`config.mk`:
```
export PLATFORM = sky130hd
export DESIGN_NAME = term_ctrl_flat
export DESIGN_NICKNAME = d
export VERILOG_FILES = /design/src/rtl/term_pkg.sv /design/src/rtl/term_ctrl_if.sv /design/src/rtl/term_fifo.sv /design/src/rtl/term_ctrl.sv /design/src/flat_wrapper.sv
export SDC_FILE = /design/constraint.sdc
export NUM_CORES = 1
export LEC_CHECK = 0
export BUFFER_PORTS_ARGS = -buffer_cell sky130_fd_sc_hd__clkbuf_2
export CORE_UTILIZATION = 25
export DETAILED_ROUTE_END_ITERATION = 10
export SYNTH_ARGS = -nofsm -noshare
export SYNTH_HDL_FRONTEND = slang
export SYNTH_SLANG_ARGS = --single-unit
```
`constraint.sdc`:
```
create_clock -name clk -period 5.7 [get_ports clk]
set_clock_uncertainty 0.15 [all_clocks]
set_input_delay 0.57 -clock clk [delete_from_list [all_inputs] [get_ports clk]]
set_output_delay 0.57 -clock clk [all_outputs]
set_load 0.01 [all_outputs]
```
`src/rtl/term_pkg.sv`:
```
// term_pkg: shared types and constants for the terminal byte-stream controller.
//   - FSM state and byte-class enums
//   - character codes (ESC, BS, LF, CR, FF) and CSI syntax bytes
//   - SGR / DEC private-mode code constants
//   - attribute bundle and its reset value
//   - palette / SGR / parameter helpers (only with TERM_CTRL_ESC_EN)
// Optional feature macro: TERM_CTRL_ESC_EN (ESC/CSI parsing and palette).
package term_pkg;

    localparam logic [7:0] CH_BS    = 8'h08;
    localparam logic [7:0] CH_LF    = 8'h0A;
    localparam logic [7:0] CH_FF    = 8'h0C;
    localparam logic [7:0] CH_CR    = 8'h0D;
    localparam logic [7:0] CH_ESC   = 8'h1B;
    localparam logic [7:0] CH_LBRK  = 8'h5B;  // '['
    localparam logic [7:0] CH_QMARK = 8'h3F;  // '?'
    localparam logic [7:0] CH_SEMI  = 8'h3B;  // ';'
    localparam logic [7:0] CH_0     = 8'h30;
    localparam logic [7:0] CH_9     = 8'h39;
    localparam logic [7:0] CH_M     = 8'h6D;  // 'm'
    localparam logic [7:0] CH_H     = 8'h68;  // 'h'
    localparam logic [7:0] CH_L     = 8'h6C;  // 'l'
    localparam logic [7:0] CH_J     = 8'h4A;  // 'J'

    localparam logic [7:0] SGR_RESET  = 8'd0;
    localparam logic [7:0] SGR_UL_ON  = 8'd4;
    localparam logic [7:0] SGR_UL_OFF = 8'd24;
    localparam logic [7:0] SGR_FG0    = 8'd30;
    localparam logic [7:0] SGR_FG7    = 8'd37;
    localparam logic [7:0] SGR_BG0    = 8'd40;
    localparam logic [7:0] SGR_BG7    = 8'd47;
    localparam logic [7:0] DEC_CUR_BLK = 8'd12;
    localparam logic [7:0] DEC_CUR_VIS = 8'd25;
    localparam logic [7:0] CSI_ED_ALL  = 8'd2;   // ESC[2J

    typedef struct packed {
        logic        cur_vis;
        logic        cur_blk;
        logic        ul;
        logic [11:0] fg;
        logic [11:0] bg;
    } attr_t;

    localparam attr_t ATTR_RST = '{cur_vis: 1'b1, cur_blk: 1'b1, ul: 1'b0,
                                   fg: 12'hFFF, bg: 12'h000};

    typedef enum logic [2:0] {
        ST_IDLE,
        ST_ISSUE,
        ST_GAP
`ifdef TERM_CTRL_ESC_EN
        , ST_ESC,
        ST_CSI
`endif
    } state_e;

    typedef enum logic [1:0] {CLS_DROP, CLS_PRINT, CLS_CTRL, CLS_ESC} cls_e;

    function automatic cls_e classify(input logic [7:0] b);
        if (b >= 8'h20 && b <= 8'h7E) return CLS_PRINT;
        if (b == CH_BS || b == CH_LF || b == CH_CR || b == CH_FF) return CLS_CTRL;
`ifdef TERM_CTRL_ESC_EN
        if (b == CH_ESC) return CLS_ESC;
`endif
        return CLS_DROP;
    endfunction

`ifdef TERM_CTRL_ESC_EN
    function automatic logic [11:0] palette(input logic [2:0] idx);
        case (idx)
            3'd0:    return 12'h000;
            3'd1:    return 12'hF00;
            3'd2:    return 12'h0F0;
            3'd3:    return 12'hFF0;
            3'd4:    return 12'h00F;
            3'd5:    return 12'hF0F;
            3'd6:    return 12'h0FF;
            default: return 12'hFFF;
        endcase
    endfunction

    // Cursor bits are deliberately untouched by SGR 0.
    function automatic attr_t sgr_apply(input attr_t a, input logic [7:0] code);
        attr_t r;
        r = a;
        if (code == SGR_RESET) begin
            r.ul = ATTR_RST.ul;
            r.fg = ATTR_RST.fg;
            r.bg = ATTR_RST.bg;
        end else if (code == SGR_UL_ON) begin
            r.ul = 1'b1;
        end else if (code == SGR_UL_OFF) begin
            r.ul = 1'b0;
        end else if (code >= SGR_FG0 && code <= SGR_FG7) begin
            r.fg = palette(3'(code - SGR_FG0));
        end else if (code >= SGR_BG0 && code <= SGR_BG7) begin
            r.bg = palette(3'(code - SGR_BG0));
        end
        return r;
    endfunction

    // Decimal accumulate, saturating at 255 so huge params can't alias onto valid codes.
    function automatic logic [7:0] param_acc(input logic [7:0] p, input logic [3:0] d);
        logic [11:0] t;
        t = 12'(p) * 12'd10 + 12'(d);
        return (t > 12'd255) ? 8'hFF : t[7:0];
    endfunction
`endif

endpackage

```
`src/rtl/term_ctrl_if.sv`:
```
// term_ctrl_if: byte-stream valid/ready handshake into term_ctrl.
//   rx_data  [7:0] byte from source
//   rx_valid       rx_data valid
//   rx_ready       sink can accept (byte taken when valid & ready at clk edge)
// master = byte source, slave = term_ctrl.
interface term_ctrl_if;
    logic [7:0] rx_data;
    logic       rx_valid;
    logic       rx_ready;

    modport master (output rx_data, output rx_valid, input  rx_ready);
    modport slave  (input  rx_data, input  rx_valid, output rx_ready);
endinterface

```
`src/rtl/term_fifo.sv`:
```
// term_fifo: synchronous show-ahead FIFO with registered full/empty.
//   clk, reset  clock, synchronous active-high reset
//   push_i      write request (ignored while full)
//   wdata_i     write data
//   pop_i       read request (ignored while empty)
//   rdata_o     head entry, valid while !empty_o
//   full_o      registered full flag
//   empty_o     registered empty flag
// DEPTH must be a power of two so the pointers wrap for free.
module term_fifo #(
    parameter int WIDTH = 8,
    parameter int DEPTH = 16
) (
    input  logic             clk,
    input  logic             reset,
    input  logic             push_i,
    input  logic [WIDTH-1:0] wdata_i,
    input  logic             pop_i,
    output logic [WIDTH-1:0] rdata_o,
    output logic             full_o,
    output logic             empty_o
);
    localparam int AW = $clog2(DEPTH);

    logic [WIDTH-1:0] mem_q [DEPTH];
    logic [AW-1:0]    wptr_q, rptr_q;
    logic [AW:0]      cnt_q, cnt_d;
    logic             full_q, empty_q;
    logic             do_push, do_pop;

    assign do_push = push_i & ~full_q;
    assign do_pop  = pop_i & ~empty_q;

    always_comb begin
        cnt_d = cnt_q;
        if (do_push && !do_pop)      cnt_d = cnt_q + 1'b1;
        else if (do_pop && !do_push) cnt_d = cnt_q - 1'b1;
    end

    always_ff @(posedge clk) begin
        if (reset) begin
            wptr_q  <= '0;
            rptr_q  <= '0;
            cnt_q   <= '0;
            full_q  <= 1'b0;
            empty_q <= 1'b1;
        end else begin
            if (do_push) wptr_q <= wptr_q + 1'b1;
            if (do_pop)  rptr_q <= rptr_q + 1'b1;
            cnt_q   <= cnt_d;
            full_q  <= (cnt_d == (AW+1)'(DEPTH));
            empty_q <= (cnt_d == '0);
        end
    end

    always_ff @(posedge clk) begin
        if (do_push) mem_q[wptr_q] <= wdata_i;
    end

    assign rdata_o = mem_q[rptr_q];
    assign full_o  = full_q;
    assign empty_o = empty_q;
endmodule

```
`src/rtl/term_ctrl.sv`:
```
// term_ctrl: byte-stream front end for the vgachar character generator.
// Buffers incoming bytes, forwards printable/control bytes as strobed writes
// spaced at least STROBE_GAP cycles apart, and (optionally) parses a small
// ANSI CSI subset that drives cursor/colour attribute registers.
//   clk, reset      clock, synchronous active-high reset
//   rx              term_ctrl_if.slave byte stream (rx_data/rx_valid/rx_ready)
//   data/dataType   byte and class (0 printable, 1 control) to vgachar
//   dataStrobe      one-cycle write pulse
//   cursorVisible, cursorBlock, underline, fgColor, bgColor  attributes
//   busy            FIFO non-empty or FSM not idle
// Optional feature macro: TERM_CTRL_ESC_EN. Without it ESC is dropped like
// any other non-printable byte and attributes are tied to reset values.
module term_ctrl
    import term_pkg::*;
#(
    parameter int FIFO_DEPTH = 16,
    parameter int STROBE_GAP = 4
) (
    input  logic        clk,
    input  logic        reset,
    term_ctrl_if.slave  rx,
    output logic [7:0]  data,
    output logic        dataStrobe,
    output logic        dataType,
    output logic        cursorVisible,
    output logic        cursorBlock,
    output logic        underline,
    output logic [11:0] fgColor,
    output logic [11:0] bgColor,
    output logic        busy
);
    localparam int GW = $clog2(STROBE_GAP);
    // GAP dispatches the next byte itself on its last cycle, so the pop lands
    // STROBE_GAP-1 edges after the strobe and the next strobe exactly STROBE_GAP.
    localparam logic [GW-1:0] GAP_LOAD = GW'(STROBE_GAP - 2);

    logic [7:0] fifo_rdata;
    logic       fifo_full, fifo_empty, pop;

    term_fifo #(.WIDTH(8), .DEPTH(FIFO_DEPTH)) u_fifo (
        .clk     (clk),
        .reset   (reset),
        .push_i  (rx.rx_valid),
        .wdata_i (rx.rx_data),
        .pop_i   (pop),
        .rdata_o (fifo_rdata),
        .full_o  (fifo_full),
        .empty_o (fifo_empty)
    );

    assign rx.rx_ready = ~fifo_full;

    state_e        state_q, state_d;
    logic [GW-1:0] gap_q, gap_d;
    logic [7:0]    pend_q, pend_d;
    logic          pend_ctrl_q, pend_ctrl_d;
    logic [7:0]    data_q, data_d;
    logic          type_q, type_d;
    logic          strobe_q, strobe_d;

    cls_e cls;
    logic have_byte, dispatch;

    assign cls       = classify(fifo_rdata);
    assign have_byte = ~fifo_empty;
    assign dispatch  = (state_q == ST_IDLE) || (state_q == ST_GAP && gap_q == '0);

`ifdef TERM_CTRL_ESC_EN
    logic [7:0] param_q, param_d;
    logic       priv_q, priv_d;
    logic       dig_q, dig_d;   // a digit has been seen; '?' is ignored after it
    attr_t      attr_q, attr_d;
    logic       is_digit, csi_stay;

    assign is_digit = (fifo_rdata >= CH_0) && (fifo_rdata <= CH_9);
    assign csi_stay = is_digit || fifo_rdata == CH_QMARK || fifo_rdata == CH_SEMI;
`endif

    // State register
    always_ff @(posedge clk) begin
        if (reset) state_q <= ST_IDLE;
        else       state_q <= state_d;
    end

    // Next-state logic
    always_comb begin
        state_d = state_q;
        case (state_q)
            ST_IDLE, ST_GAP: begin
                if (dispatch) begin
                    state_d = ST_IDLE;
                    if (have_byte) begin
                        case (cls)
                            CLS_PRINT, CLS_CTRL: state_d = ST_ISSUE;
`ifdef TERM_CTRL_ESC_EN
                            CLS_ESC:             state_d = ST_ESC;
`endif
                            default:             state_d = ST_IDLE;
                        endcase
                    end
                end
            end
            ST_ISSUE: state_d = ST_GAP;
`ifdef TERM_CTRL_ESC_EN
            ST_ESC: if (have_byte) state_d = (fifo_rdata == CH_LBRK) ? ST_CSI : ST_IDLE;
            ST_CSI: begin
                if (have_byte) begin
                    if (csi_stay)                                        state_d = ST_CSI;
                    else if (fifo_rdata == CH_J && param_q == CSI_ED_ALL) state_d = ST_ISSUE;
                    else                                                  state_d = ST_IDLE;
                end
            end
`endif
            default: state_d = ST_IDLE;
        endcase
    end

    // Output / datapath next-values
    always_comb begin
        pop         = 1'b0;
        gap_d       = gap_q;
        pend_d      = pend_q;
        pend_ctrl_d = pend_ctrl_q;
        data_d      = data_q;
        type_d      = type_q;
        strobe_d    = 1'b0;
`ifdef TERM_CTRL_ESC_EN
        param_d     = param_q;
        priv_d      = priv_q;
        dig_d       = dig_q;
        attr_d      = attr_q;
`endif
        if (state_q == ST_GAP && gap_q != '0) gap_d = gap_q - GW'(1);
        case (state_q)
            ST_IDLE, ST_GAP: begin
                if (dispatch && have_byte) begin
                    pop         = 1'b1;
                    pend_d      = fifo_rdata;
                    pend_ctrl_d = (cls == CLS_CTRL);
                end
            end
            ST_ISSUE: begin
                data_d   = pend_q;
                type_d   = pend_ctrl_q;
                strobe_d = 1'b1;
                gap_d    = GAP_LOAD;
            end
`ifdef TERM_CTRL_ESC_EN
            ST_ESC: begin
                if (have_byte) begin
                    pop     = 1'b1;
                    param_d = '0;
                    priv_d  = 1'b0;
                    dig_d   = 1'b0;
                end
            end
            ST_CSI: begin
                if (have_byte) begin
                    pop = 1'b1;
                    if (fifo_rdata == CH_QMARK) begin
                        if (!dig_q) priv_d = 1'b1;
                    end else if (is_digit) begin
                        dig_d   = 1'b1;
                        param_d = param_acc(param_q, fifo_rdata[3:0]);
                    end else if (fifo_rdata == CH_SEMI) begin
                        if (!priv_q) attr_d = sgr_apply(attr_q, param_q);
                        param_d = '0;
                    end else if (fifo_rdata == CH_M) begin
                        attr_d = sgr_apply(attr_q, param_q);
                    end else if ((fifo_rdata == CH_H || fifo_rdata == CH_L) && priv_q) begin
                        if (param_q == DEC_CUR_VIS) attr_d.cur_vis = (fifo_rdata == CH_H);
                        if (param_q == DEC_CUR_BLK) attr_d.cur_blk = (fifo_rdata == CH_H);
                    end else if (fifo_rdata == CH_J && param_q == CSI_ED_ALL) begin
                        pend_d      = CH_FF;
                        pend_ctrl_d = 1'b1;
                    end
                end
            end
`endif
            default: ;
        endcase
    end

    always_ff @(posedge clk) begin
        if (reset) begin
            gap_q       <= '0;
            pend_q      <= '0;
            pend_ctrl_q <= 1'b0;
            data_q      <= '0;
            type_q      <= 1'b0;
            strobe_q    <= 1'b0;
`ifdef TERM_CTRL_ESC_EN
            param_q     <= '0;
            priv_q      <= 1'b0;
            dig_q       <= 1'b0;
            attr_q      <= ATTR_RST;
`endif
        end else begin
            gap_q       <= gap_d;
            pend_q      <= pend_d;
            pend_ctrl_q <= pend_ctrl_d;
            data_q      <= data_d;
            type_q      <= type_d;
            strobe_q    <= strobe_d;
`ifdef TERM_CTRL_ESC_EN
            param_q     <= param_d;
            priv_q      <= priv_d;
            dig_q       <= dig_d;
            attr_q      <= attr_d;
`endif
        end
    end

    assign data       = data_q;
    assign dataType   = type_q;
    assign dataStrobe = strobe_q;
    // Decoded from registered state only.
    assign busy       = ~fifo_empty | (state_q != ST_IDLE);

`ifdef TERM_CTRL_ESC_EN
    assign cursorVisible = attr_q.cur_vis;
    assign cursorBlock   = attr_q.cur_blk;
    assign underline     = attr_q.ul;
    assign fgColor       = attr_q.fg;
    assign bgColor       = attr_q.bg;
`else
    assign cursorVisible = ATTR_RST.cur_vis;
    assign cursorBlock   = ATTR_RST.cur_blk;
    assign underline     = ATTR_RST.ul;
    assign fgColor       = ATTR_RST.fg;
    assign bgColor       = ATTR_RST.bg;
`endif
endmodule

```
`src/flat_wrapper.sv`:
```
// flat-port wrapper written by rule: the top's interface ports become plain ports
module term_ctrl_flat import term_pkg::*;
#(
    parameter int FIFO_DEPTH = 16,
    parameter int STROBE_GAP = 4
)
  (clk, reset, data, dataStrobe, dataType, cursorVisible, cursorBlock, underline, fgColor, bgColor, busy, rx_rx_data, rx_rx_valid, rx_rx_ready);
  term_ctrl_if rx_i ();
  input  logic clk;
  input  logic reset;
  output logic [7:0] data;
  output logic dataStrobe;
  output logic dataType;
  output logic cursorVisible;
  output logic cursorBlock;
  output logic underline;
  output logic [11:0] fgColor;
  output logic [11:0] bgColor;
  output logic busy;
  input wire logic [$bits(rx_i.rx_data)-1:0] rx_rx_data;
  input wire logic [$bits(rx_i.rx_valid)-1:0] rx_rx_valid;
  output wire logic [$bits(rx_i.rx_ready)-1:0] rx_rx_ready;
  assign rx_i.rx_data = rx_rx_data;
  assign rx_i.rx_valid = rx_rx_valid;
  assign rx_rx_ready = rx_i.rx_ready;
  term_ctrl #(.FIFO_DEPTH(FIFO_DEPTH), .STROBE_GAP(STROBE_GAP)) u_core (.clk(clk), .reset(reset), .rx(rx_i), .data(data), .dataStrobe(dataStrobe), .dataType(dataType), .cursorVisible(cursorVisible), .cursorBlock(cursorBlock), .underline(underline), .fgColor(fgColor), .bgColor(bgColor), .busy(busy));
endmodule
```
Word level (Yosys, flattened, before mapping)
Memory sizes are Yosys's and may differ from the RTL's. A register that Yosys moved wholly into a read port is not among the register bits.
Cells that the tools add are included.
{"block": "word_totals", "input_bits": 11, "n_memories": 1, "wordCells": 80, "ramBits": 128, "reg_bits": 39}
{"memory": "u_core.u_fifo.mem_q", "depth": 16, "word_bits": 8, "rd": 1, "rd_clocked_by_memory_dff": 1, "wr": 1, "line_no": "term_fifo.sv:25", "text": "logic [WIDTH-1:0] mem_q [DEPTH];"}
{"block": "classes", "n_eq_ne": 10, "magnitude_cmp": 2, "n_reduce_logical": 22, "bitwise_logic": 5, "mux": 22, "addsub": 5}
{"cell": "$eq 8x4->1 const B", "n": 4}
{"cell": "$mux 2", "n": 6}
{"cell": "$mux 5", "n": 2}
{"cell": "$mux 1", "n": 9}
{"cell": "$add 4x1->4 const B", "n": 2}
{"cell": "$ge 8x6->1 const B", "n": 1}
{"cell": "$le 8x7->1 const B", "n": 1}
{"cell": "$mux 4", "n": 2}
{"cell": "$logic_and 1x1->1", "n": 6}
{"cell": "$mux 3", "n": 2}
{"cell": "$pmux 3 s2", "n": 1}
{"cell": "$reduce_or 2->1", "n": 3}
{"cell": "$add 5x1->5 const B", "n": 1}
{"cell": "$eq 5x5->1 const B", "n": 1}
{"cell": "$logic_not 5->1", "n": 1}
{"cell": "$sub 5x1->5 const B", "n": 1}
{"cell": "$logic_or 1x1->1", "n": 4}
{"cell": "$reduce_bool 2->1", "n": 2}
{"cell": "$eq 3x1->1 const B", "n": 1}
{"cell": "$eq 3x2->1 const B", "n": 1}
{"cell": "$logic_not 3->1", "n": 1}
{"cell": "$reduce_bool 3->1", "n": 1}
{"cell": "$and 1x1->1", "n": 2}
{"cell": "$eq 2x1->1 const B", "n": 1}
{"cell": "8 further kinds", "n": 10}

Logic depth before layout (Yosys ltp)
{"block": "depth", "word_depth": 14, "ltp_mapped": 9, "ltp_nobuf": 9}

By module
From an unflattened synthesis, not the netlist that was laid out.
{"block": "unflattened", "hier_cells": 441, "hier_area_um2": 6986.7}
{"mod": "term_fifo", "instances": 1, "cells_each": 296, "seq_area_each_um2": 4224.1, "area_each_um2": 5831.8}
{"mod": "term_ctrl", "instances": 1, "cells_each": 145, "seq_area_each_um2": 460.4, "area_each_um2": 1154.9}

Worst setup path after synthesis
No wires, ideal clock.
{"block": "synth_timing", "kind": "in2reg", "from": "input port rx_rx_valid", "to": "register u_core.u_fifo.full_q, in the netlist u_core.u_fifo.full_o", "path_stages": 8, "setup_slack_ns": 3.404, "path_buffers": 1, "arrival_time_ns": 2.031, "cell_sequence": "nor2b_1 clkbuf_1 nor4_1 nand3_1 o22a_1 mux2i_1 inv_1 and2_1"}
{"block": "synth_via", "elab_chain_cells": 6, "elab_cells_between_ends": 7, "cone_classes": "1 x eq/ne; 2 x mux; 1 x bitwise; 3 x reduce/logical"}
{"item": "from (decl)", "line_no": "flat_wrapper.sv:21", "text": "input wire logic [$bits(rx_i.rx_valid)-1:0] rx_rx_valid;"}
{"item": "$and 1x1->1 (*)", "line_no": "term_fifo.sv:31", "text": "assign do_push = push_i & ~full_q;"}
{"item": "$logic_not 1->1", "line_no": "term_fifo.sv:37", "text": "else if (do_pop && !do_push) cnt_d = cnt_q - 1'b1;"}
{"item": "$logic_and 1x1->1", "line_no": "term_fifo.sv:37"}
{"item": "$mux 5", "line_no": "term_fifo.sv:37"}
{"item": "$mux 5 (*)", "line_no": "term_fifo.sv:36", "text": "if (do_push && !do_pop) cnt_d = cnt_q + 1'b1;"}
{"item": "$eq 5x5->1 (*)", "line_no": "term_fifo.sv:51", "text": "full_q <= (cnt_d == (AW+1)'(DEPTH));"}
{"item": "to (signal assigned)", "line_no": "term_fifo.sv:51"}
{"item": "to (decl)", "line_no": "term_fifo.sv:28", "text": "logic full_q, empty_q;"}
Every way passes the cells marked *; elsewhere a longest branch is shown, timed or not.
A chain may end at the register's enable or synchronous reset.

==> impl_metrics.tcl <==
set metrics [dict create \
    fp-row-count 60 \
    setup-tns-final_ps 0 \
    rsz0062_at_grt "false" \
    crit_type "flop to flop" \
    ff2ff_path_depth 7 \
    cts_root_buffer "clkbuf_16" \
    setup_viol 0 \
    relSlewSlack_pct 14.6 \
    holdCritPathClass "flop to flop" \
    clkLatencyLatePin_ps 430 \
    ioPinCount 50 \
    die_area_um2 28500 \
    p_leak_nw 2.66 \
    yosys_warnings 0 \
    netlist_instances 450 \
    start_util_pct 25.6 \
    start_kind "flop" \
    cts_resized 0 \
    grt_busiest_layer "met2" \
    grt-ovfl-total 0 \
    wirelength_mm 13.1 \
    finalNetCount 496 \
    clock-sinks 170 \
    port_buffers 22 \
    hold_depth 2 \
    ant_nets 0 \
    dr.first_iter.drc_count 583 \
    syn_area_per_cell_um2 15.4 \
    synth_cell_types 47 \
    whs_endpoint "u_core.data[7]" \
    power.density_nw_per_um2 413 \
    drv_cap 0 \
    report.final.slew_viol_count 0 \
    crit_path_end_kind "flop" \
    cts_max_path_buffers 2 \
    grt_pass1_vias 3414 \
    cp.arrival_ps 2950 \
    synth_top_family_by_area "multiplexers" \
    cts_tree "yes" \
    max_freq_mhz 362 \
    grtUsageMet1_pct 13.3 \
    synth_edf_count 128 \
    synth_area_um2 6950 \
    fin_cells 863 \
    dp_cells 829 \
    wl_per_cell_um 15.2 \
    htreeDepth 4 \
    synthAdderAreaFrac_pct 1.44 \
    synth_compound_area_share_pct 5.38 \
    cts_inserted_buffers 17 \
    muxShareOfSynthArea_pct 12.1 \
    grt_pass1_wl_mm 20.4 \
    ys.flop_type "edfxtp_1" \
    dr_total_vias 3667 \
    status "finished, final reports clean" \
    place_congestion 0.774 \
    use_met3_pct 3.13 \
    post-cts-setup-buffer-count 0 \
    worst_slew_pin_slew_ps 1270 \
    grt_usage_pct 9.76 \
    place_area_um2 7340 \
    clk_pin_slew_ps 70 \
    crit_fanout 32 \
    reg2reg_to "u_core.state_q[0]" \
    area_growth_pct 14.5 \
    die_h_um 169 \
    hold_viol 0 \
    grt_max_degree 40 \
    die_w_um 169 \
    drive_gt1_share_pct 16.1 \
    drt_pass1_iterations 5 \
    synth-xor-area-share_pct 1.01 \
    yosys.area_share.simple_pct 7.24 \
    core_um2 27100 \
    ctsHoldBuffers 0 \
    use_met2_pct 14.5 \
    timing.final.crit_share_pct 48.5 \
    reg2reg_setup_slack_ps 2940 \
    viasPerCell 4.25 \
    hpwl_mm 8.50 \
    synthArstFlopShare_pct 0 \
    drc 0 \
    cp.required_ps 5880 \
    ir_worst_vdd_mv 0.243 \
    whs_ps 300 \
    synth.yosys.seq_area_share_pct 67.4 \
    fin_crit_ps 2760 \
    hold_start "u_core.data[7]" \
    antenna_found_initial 1 \
    final_cell_area_um2 7960 \
    synth_seq_cells 170 \
]
## cells in the final DEF, fill, tap and decap left out, types with 5 or more instances in the layout
| cell type | netlist | layout |
|---|---|---|
| a21oi_1 | 21 | 21 |
| mux4_2 | 15 | 15 |
| nor2b_1 | 6 | 6 |
| buf_4 | 28 | 6 |
| conb_1 | 2 | 27 |
| a22oi_1 | 9 | 9 |
| nor2_1 | 34 | 34 |
| mux4_1 | 18 | 18 |
| a22o_1 | 5 | 5 |
| dfxtp_1 | 42 | 41 |
| inv_1 | 11 | 11 |
| nand2_1 | 50 | 50 |
| edfxtp_1 | 128 | 128 |
| clkbuf_2 | 0 | 22 |
| inv_6 | 0 | 5 |
| nor3_1 | 6 | 6 |
| clkbuf_16 | 0 | 17 |
| xor2_1 | 5 | 5 |
| ha_1 | 8 | 8 |
| nand2b_1 | 5 | 5 |
## synthesized netlist by cell type (8+ instances only)
cell type	number	area, um2
nand2_1	50	188
ha_1	8	100
mux4_1	18	473
dfxtp_1	42	841
edfxtp_1	128	3840
a22oi_1	9	67.6
mux4_2	15	338
buf_4	28	210
a21oi_1	21	105
inv_1	11	41.3
clkbuf_1	10	37.5
nor2_1	34	128
## per-stage QoR
stage | worst slack (ps) | utilization (%) | power (mW)
after detailed placement | 2870 | 27.1 | 2.12
final | 2940 | 29.4 | 3.29
after CTS | 2900 | 29.3 | 3.33
after global routing | 2760 | 29.4 | 3.44
after global placement | 2920 | 27.1 | 2.11
after floorplan | 3400 | - | 1.99
## power breakdown
group,internal [mW],leakage (nW),switching [mW]
clock,0.703,0.300,0.502
sequential,1.41,1.50,0.0502
combinational,0.272,0.859,0.349
total,2.39,2.66,0.901
## cell type report
cell class	count	area [um2]
well taps	372	465
clock inverters	14	184
flip-flops and latches	170	4690
fillers	2702	19100
diodes	1	2.50
multi-input cells	248	1990
inverters	11	41.3
clock buffers	18	429
repair buffers	29	163
## registers in the layout, summed over array words and instances, names as in the netlist, named ones only
signal	cells
u_core.data	8
u_core.dataStrobe	1
u_core.dataType	1
u_core.gap_q	2
u_core.pend_ctrl_q	1
u_core.pend_q	8
u_core.state_q	2
u_core.u_fifo.cnt_q	5
u_core.u_fifo.empty_o	1
u_core.u_fifo.full_o	1
u_core.u_fifo.mem_q	128
u_core.u_fifo.rptr_q	4
u_core.u_fifo.wptr_q	4
## kinds of logic after synthesis
group                    after synthesis
AO/OA/AOI/OAI                         54
multiplexers                          36
XOR/XNOR                               8
buffers and inverters                 57
AND/OR/NAND/NOR                      115
other                                  2
flip-flops                           170
adder cells (fa/ha/maj)                8
## routing by layer
layer	share of wire [%]	up-vias	routed length (um)
li1	-	1715	-
met1	46	1831	6010
met2	48	114	6240
met3	6.2	7	815
met4	0.40	0	52
met5	0	-	0
## worst max-delay path: stages (launching register included)
cell      delay (ps)
dfxtp_2          310
buf_4            470
mux4_1           620
a22oi_1          350
nand2_1          180
mux2i_1          170
nand3_1          110
a311oi_1         290
## worst max-delay path by stage
stage | depth (start not counted) | from | slack (ps) | endpoint
after floorplan | 8 | rx_rx_valid | 3400 | u_core.u_fifo.full_o
after global placement | 5 | flop | 2920 | u_core.pend_ctrl_q
after detailed placement | 5 | rx_rx_valid | 2870 | u_core.u_fifo.mem_q[3][3]
after CTS | 5 | flop | 2900 | u_core.pend_ctrl_q
after global routing | 7 | flop | 2760 | u_core.state_q[0]
final | 7 | flop | 2940 | u_core.state_q[0]
Power figures use the tool's default switching activity.
